**src/rtl/driver_conf_scheduler.sv**
```systemverilog
// Periodic driver configuration write / readback-verify scheduler.
// A cycle writes the config once, then reads back and compares every SOUT chain.
module driver_conf_scheduler #(
  parameter int NB_CHAINS      = 30,
  parameter int CONF_BITS      = 48,
  parameter int REFRESH_FRAMES = 1024,
  parameter int MAX_RETRIES    = 3
) (
  input  logic                 clk_lse,
  input  logic                 nrst,
  input  logic                 framebuffer_sync,
  input  logic                 blanking,
  input  logic [CONF_BITS-1:0] serialized_conf,
  input  logic                 force_refresh,
  output logic                 conf_req,
  input  logic                 conf_ack,
  output logic                 rb_req,
  input  logic                 rb_valid,
  input  logic                 rb_bit,
  output logic [4:0]           driver_sout_mux,
  output logic                 busy,
  output logic                 conf_error,
  output logic [4:0]           error_chain,
  output logic [2:0]           state_dbg
);

  localparam int FW = (REFRESH_FRAMES > 1) ? $clog2(REFRESH_FRAMES) : 1;
  localparam int RW = $clog2(MAX_RETRIES + 1);
  localparam int BW = $clog2(CONF_BITS + 1);
  localparam logic [4:0]    LAST_CHAIN = 5'(NB_CHAINS - 1);
  localparam logic [FW-1:0] LAST_FRAME = FW'(REFRESH_FRAMES - 1);
  localparam logic [RW-1:0] LAST_RETRY = RW'(MAX_RETRIES - 1);
  localparam logic [BW-1:0] LAST_BIT   = BW'(CONF_BITS - 1);

  typedef enum logic [2:0] {
    S_IDLE       = 3'd0,
    S_WAIT_BLANK = 3'd1,
    S_WRITE      = 3'd2,
    S_MUX_SETTLE = 3'd3,
    S_READ       = 3'd4,
    S_CHECK      = 3'd5
  } state_t;

  state_t                 state_q, state_d;
  logic                   pending_q, pending_d;
  logic [FW-1:0]          frame_cnt_q, frame_cnt_d;
  logic [RW-1:0]          retry_cnt_q, retry_cnt_d;
  logic [BW-1:0]          bit_cnt_q, bit_cnt_d;
  logic                   settle_q, settle_d;
  logic [4:0]             chain_q, chain_d;
  logic [CONF_BITS-1:0]   shreg_q, shreg_d;
  logic                   mismatch_seen_q, mismatch_seen_d;
  logic [4:0]             first_chain_q, first_chain_d;
  logic                   conf_req_q, conf_req_d;
  logic                   rb_req_q, rb_req_d;
  logic [4:0]             mux_q, mux_d;
  logic                   busy_q, busy_d;
  logic                   conf_error_q, conf_error_d;
  logic [4:0]             error_chain_q, error_chain_d;
  logic                   set_pending, clr_pending, mismatch;

  always_comb begin
    state_d         = state_q;
    frame_cnt_d     = frame_cnt_q;
    retry_cnt_d     = retry_cnt_q;
    bit_cnt_d       = bit_cnt_q;
    settle_d        = settle_q;
    chain_d         = chain_q;
    shreg_d         = shreg_q;
    mismatch_seen_d = mismatch_seen_q;
    first_chain_d   = first_chain_q;
    conf_error_d    = conf_error_q;
    error_chain_d   = error_chain_q;
    mux_d           = mux_q;
    set_pending     = force_refresh;
    clr_pending     = 1'b0;
    mismatch        = (shreg_q != serialized_conf);

    // The frame counter runs independently of the FSM.
    if (framebuffer_sync) begin
      if (frame_cnt_q == LAST_FRAME) begin
        frame_cnt_d = '0;
        set_pending = 1'b1;
      end else begin
        frame_cnt_d = frame_cnt_q + FW'(1);
      end
    end

    case (state_q)
      S_IDLE: begin
        if (pending_q) begin
          state_d     = S_WAIT_BLANK;
          clr_pending = 1'b1;
        end
      end
      S_WAIT_BLANK: begin
        if (blanking) begin
          state_d         = S_WRITE;
          mismatch_seen_d = 1'b0;
        end
      end
      S_WRITE: begin
        if (conf_ack) begin
          state_d  = S_MUX_SETTLE;
          chain_d  = '0;
          settle_d = 1'b0;
        end
      end
      S_MUX_SETTLE: begin
        if (!settle_q) begin
          settle_d = 1'b1;
        end else if (blanking) begin
          state_d   = S_READ;
          bit_cnt_d = '0;
        end
      end
      S_READ: begin
        if (rb_valid) begin
          shreg_d = {shreg_q[CONF_BITS-2:0], rb_bit};
          if (bit_cnt_q == LAST_BIT) begin
            state_d = S_CHECK;
          end else begin
            bit_cnt_d = bit_cnt_q + BW'(1);
          end
        end
      end
      S_CHECK: begin
        if (mismatch && !mismatch_seen_q) begin
          mismatch_seen_d = 1'b1;
          first_chain_d   = chain_q;
        end
        if (chain_q == LAST_CHAIN) begin
          state_d = S_IDLE;
          if (mismatch || mismatch_seen_q) begin
            if (retry_cnt_q == LAST_RETRY) begin
              conf_error_d  = 1'b1;
              error_chain_d = mismatch_seen_q ? first_chain_q : chain_q;
              retry_cnt_d   = '0;
            end else begin
              retry_cnt_d = retry_cnt_q + RW'(1);
              set_pending = 1'b1;
            end
          end else begin
            retry_cnt_d = '0;
          end
        end else begin
          chain_d  = chain_q + 5'd1;
          state_d  = S_MUX_SETTLE;
          settle_d = 1'b0;
        end
      end
      default: state_d = S_IDLE;
    endcase

    // A set arriving on the clearing cycle wins so the request is not lost.
    pending_d  = (pending_q & ~clr_pending) | set_pending;
    conf_req_d = (state_d == S_WRITE);
    rb_req_d   = (state_d == S_READ);
    busy_d     = (state_d != S_IDLE);
    if (state_d == S_MUX_SETTLE || state_d == S_READ) mux_d = chain_d;
  end

  always_ff @(posedge clk_lse or negedge nrst) begin
    if (!nrst) begin
      state_q         <= S_IDLE;
      pending_q       <= 1'b1;
      frame_cnt_q     <= '0;
      retry_cnt_q     <= '0;
      bit_cnt_q       <= '0;
      settle_q        <= 1'b0;
      chain_q         <= '0;
      shreg_q         <= '0;
      mismatch_seen_q <= 1'b0;
      first_chain_q   <= '0;
      conf_req_q      <= 1'b0;
      rb_req_q        <= 1'b0;
      mux_q           <= '0;
      busy_q          <= 1'b0;
      conf_error_q    <= 1'b0;
      error_chain_q   <= '0;
    end else begin
      state_q         <= state_d;
      pending_q       <= pending_d;
      frame_cnt_q     <= frame_cnt_d;
      retry_cnt_q     <= retry_cnt_d;
      bit_cnt_q       <= bit_cnt_d;
      settle_q        <= settle_d;
      chain_q         <= chain_d;
      shreg_q         <= shreg_d;
      mismatch_seen_q <= mismatch_seen_d;
      first_chain_q   <= first_chain_d;
      conf_req_q      <= conf_req_d;
      rb_req_q        <= rb_req_d;
      mux_q           <= mux_d;
      busy_q          <= busy_d;
      conf_error_q    <= conf_error_d;
      error_chain_q   <= error_chain_d;
    end
  end

  assign conf_req        = conf_req_q;
  assign rb_req          = rb_req_q;
  assign driver_sout_mux = mux_q;
  assign busy            = busy_q;
  assign conf_error      = conf_error_q;
  assign error_chain     = error_chain_q;
  assign state_dbg       = state_q;

endmodule
```
**config.mk**
```make
export PLATFORM = sky130hd
export DESIGN_NAME = driver_conf_scheduler
export DESIGN_NICKNAME = d
export VERILOG_FILES = /design/src/rtl/driver_conf_scheduler.sv
export SDC_FILE = /design/constraint.sdc
export NUM_CORES = 1
export LEC_CHECK = 0
export CORE_ASPECT_RATIO = 0.5
export CORE_MARGIN = 3
export CORE_UTILIZATION = 48
export DETAILED_ROUTE_END_ITERATION = 10
export PLACE_DENSITY_LB_ADDON = 0.12
export SYNTH_ARGS = -nofsm -noshare
export SYNTH_HDL_FRONTEND = slang
export SYNTH_SLANG_ARGS = --single-unit
```
**constraint.sdc**
```tcl
create_clock -name clk_lse -period 2.33 [get_ports clk_lse]
set_clock_uncertainty 0.2 [all_clocks]
set_input_delay 0.466 -clock clk_lse [delete_from_list [all_inputs] [get_ports clk_lse]]
set_output_delay 0.466 -clock clk_lse [all_outputs]
set_load 0.02 [all_outputs]
```
==> metrics <==
DRT iter0 DRCs=120; Fillers=667; number of synthesized flops with an enable pin=0; Peak VDD IR=417 uV; # IOs=73; Die Span X=144 um; area delta synth->final=36.5%; Post-synth ARST share=1.00; commonest non-fill, non-tap cell in the layout=dfrtp_1; max-slew violations=0; maximum clock insertion buffer count=2; TritonCTS buffer count=9; Final Worst Setup Slack=-0.148 ns; GPL Wtd Cong=0.838; CP startpoint kind=input port; failing checks=setup timing; commonest non-fill, non-tap cells in the layout=dfrtp_1 (92), mux2_2 (56), xor2_1 (49); Overflow after GRT=0; Post-Route WL=10700 um; arrival time of the worst setup path=2.50 ns; Fmax achieved=404 MHz; RSZ-0062 raised after global routing=yes; MaxCap Viol Count=0; wire per inst=17.5 um; Critical Path End Type=flop; Worst Path Class, Setup=input port to flop; pwr dens=833 nW/um^2; Initial Util=0.511; Yosys reg bits=96; Pwr Total=5.23 mW; Core ar.=9010 um^2; net count reported at finish=549; Final ANT Viol Nets=0; Tcrit/Tclk final=1.06; CTS Sinks=96; Synth area leader=dfrtp_1; fin crit period=2.48 ns; Net Count, Synth=432; final hold violations=0; die height=75.2 um; full die area=10900 um^2; post-synthesis sequential area ratio=0.523; CTS tree=yes; vias per std cell=5.27; leakage=3.05 nW; Worst Hold Class=flop to flop; gr usage total=0.207; row count=24; share of cells above drive strength 1=0.330; synth top area cells=dfrtp_1 (52%), mux2_2 (17%), xor2_1 (11%), nand4_1 (1.6%), nor4_1 (1.6%); Synth Cell Area=4600 um^2; slew margin rel.=0.632; status=finished, violations left; Skew-Pair Late Insertion Delay=0.33 ns; Initial DRT Pass Iterations=4; Mean Syn Cell Area=12.4 um^2; Post-DP HPWL=7840 um; initial antenna violation count=0; first-pass GRT wire length=17300 um; Clock H-tree levels=3; setup_tns=-1.38 ns; ANT cells=0; Worst EP required=2.35 ns; Synth Flop Type=dfrtp_1; Worst-Margin Slew=0.549 ns; I/O Buffers=72; Yosys warning count=0; final setup fails=13; CTS Root Cell=clkbuf_16; Synth Instances=372; Final Core Density=0.697; via count=3219; Post-route DRC=0; clk slew on worst S/H paths=0.07 ns; largest net degree at the start of global routing=51; post-synth cell types=44; Yosys top cell area share=0.517; number of global-route vias before repair=3378; crit path max fanout=5
==> synth_stat cells (2+ instances only) <==
cell type,n
a22o_1,3
xnor2_1,3
ha_1,4
a21oi_1,4
and3_1,5
nor2_1,15
mux2_2,68
nand4_1,12
buf_4,3
dfrtp_1,95
xor2_1,56
inv_1,11
nor4_1,12
or2b_1,2
o21ai_0,15
and2_1,2
and2b_1,2
nor3_1,5
clkbuf_1,5
nor2b_1,2
nand2_1,19
nand3_1,7
==> what timing repair did <==
item                       4_1_cts  5_1_grt
pin swaps                       20       13
setup endpoints to repair       14       19
hold endpoints to repair        27        0
buffers inserted                 6        6
gates resized for setup         50       22
hold buffers                     1        0
==> cell families after synthesis <==
family,share of synthesized area
AOI/OAI and AO/OA,0.0443
buffers and inverters,0.0199
muxes,0.174
DFF,0.523
adders and majority gates,0.0109
xor gates and xnor gates,0.112
and+or+nand+nor,0.116
==> sequential cells by signal, summed over array words and instances (netlist names) <==
name / flops
conf_error: 1
rb_req: 1
driver_sout_mux: 5
settle_q: 1
bit_cnt_q: 6
retry_cnt_q: 2
shreg_q: 48
error_chain: 5
busy: 1
pending_q: 1
state_dbg: 3
conf_req: 1
frame_cnt_q: 10
mismatch_seen_q: 1
chain_q: 5
first_chain_q: 5
==> report_power, final <==
part | switching (mW) | total (mW) | internal, mW | leakage, nW
logic | 0.681 | 1.54 | 0.858 | 1.60
registers | 0.232 | 2.11 | 1.88 | 1.30
clock network | 0.611 | 1.58 | 0.968 | 0.152
total | 1.52 | 5.23 | 3.71 | 3.05
==> final timing paths <==
| kind | start | endpoint | slack (ns) | cells past startpoint |
|---|---|---|---|---|
| worst max-delay path | serialized_conf[27] | first_chain_q[0] | -0.15 | 8 |
| worst min-delay path | frame_cnt_q[8] | frame_cnt_q[8] | 0.28 | 1 |
| worst max register to register | shreg_q[3] | retry_cnt_q[0] | -0.13 | 9 |
| worst min register to register | frame_cnt_q[8] | frame_cnt_q[8] | 0.28 | 1 |
| max in group asynchronous | nrst | pending_q | 0.88 | 3 |
| min in group asynchronous | nrst | driver_sout_mux[0] | 0.40 | 2 |
==> per-layer routing <==
layer / global-route usage / vias to the layer above / part of all wire
met4: 0.0393 / 0 / 0.0094
met3: 0.0577 / 10 / 0.041
li1: - / 1527 / -
met1: 0.271 / 1627 / 0.46
met5: 0 / - / 0
met2: 0.356 / 55 / 0.49
==> area by class of cell <==
type | instances | area [um^2] | area share
clock buffer | 11 | 243 | 0.0387
clock inverter | 5 | 80.1 | 0.0128
inverter | 12 | 45.0 | 0.00717
multi-input combinational | 255 | 2300 | 0.367
tap | 117 | 146 | 0.0233
timing repair buffer | 115 | 1060 | 0.168
sequential | 96 | 2410 | 0.383
==> worst max-delay path, cell delays in order <==
cell and delay (ns):
clkdlybuf4s50_1 0.43, xor2_1 0.18, nor4_1 0.30, nand4_1 0.24
buf_4 0.21, nor3_4 0.25, nor3_4 0.10, mux2_4 0.32
==> stage by stage <==
stage | worst slack, ns | hold WS [ns] | std cells | area [um^2]
finish | -0.148 | 0.281 | 611 | 6280
global route | -0.245 | 0.303 | 611 | 6280
CTS | -0.0897 | 0.276 | 605 | 6130
detailed placement | -0.673 | 0.218 | 582 | 5670
global placement | -0.565 | 0.216 | 582 | 5670
floorplan | 0.0482 | -0.0296 | 372 | 4600
(Power assumes the default switching activity.)
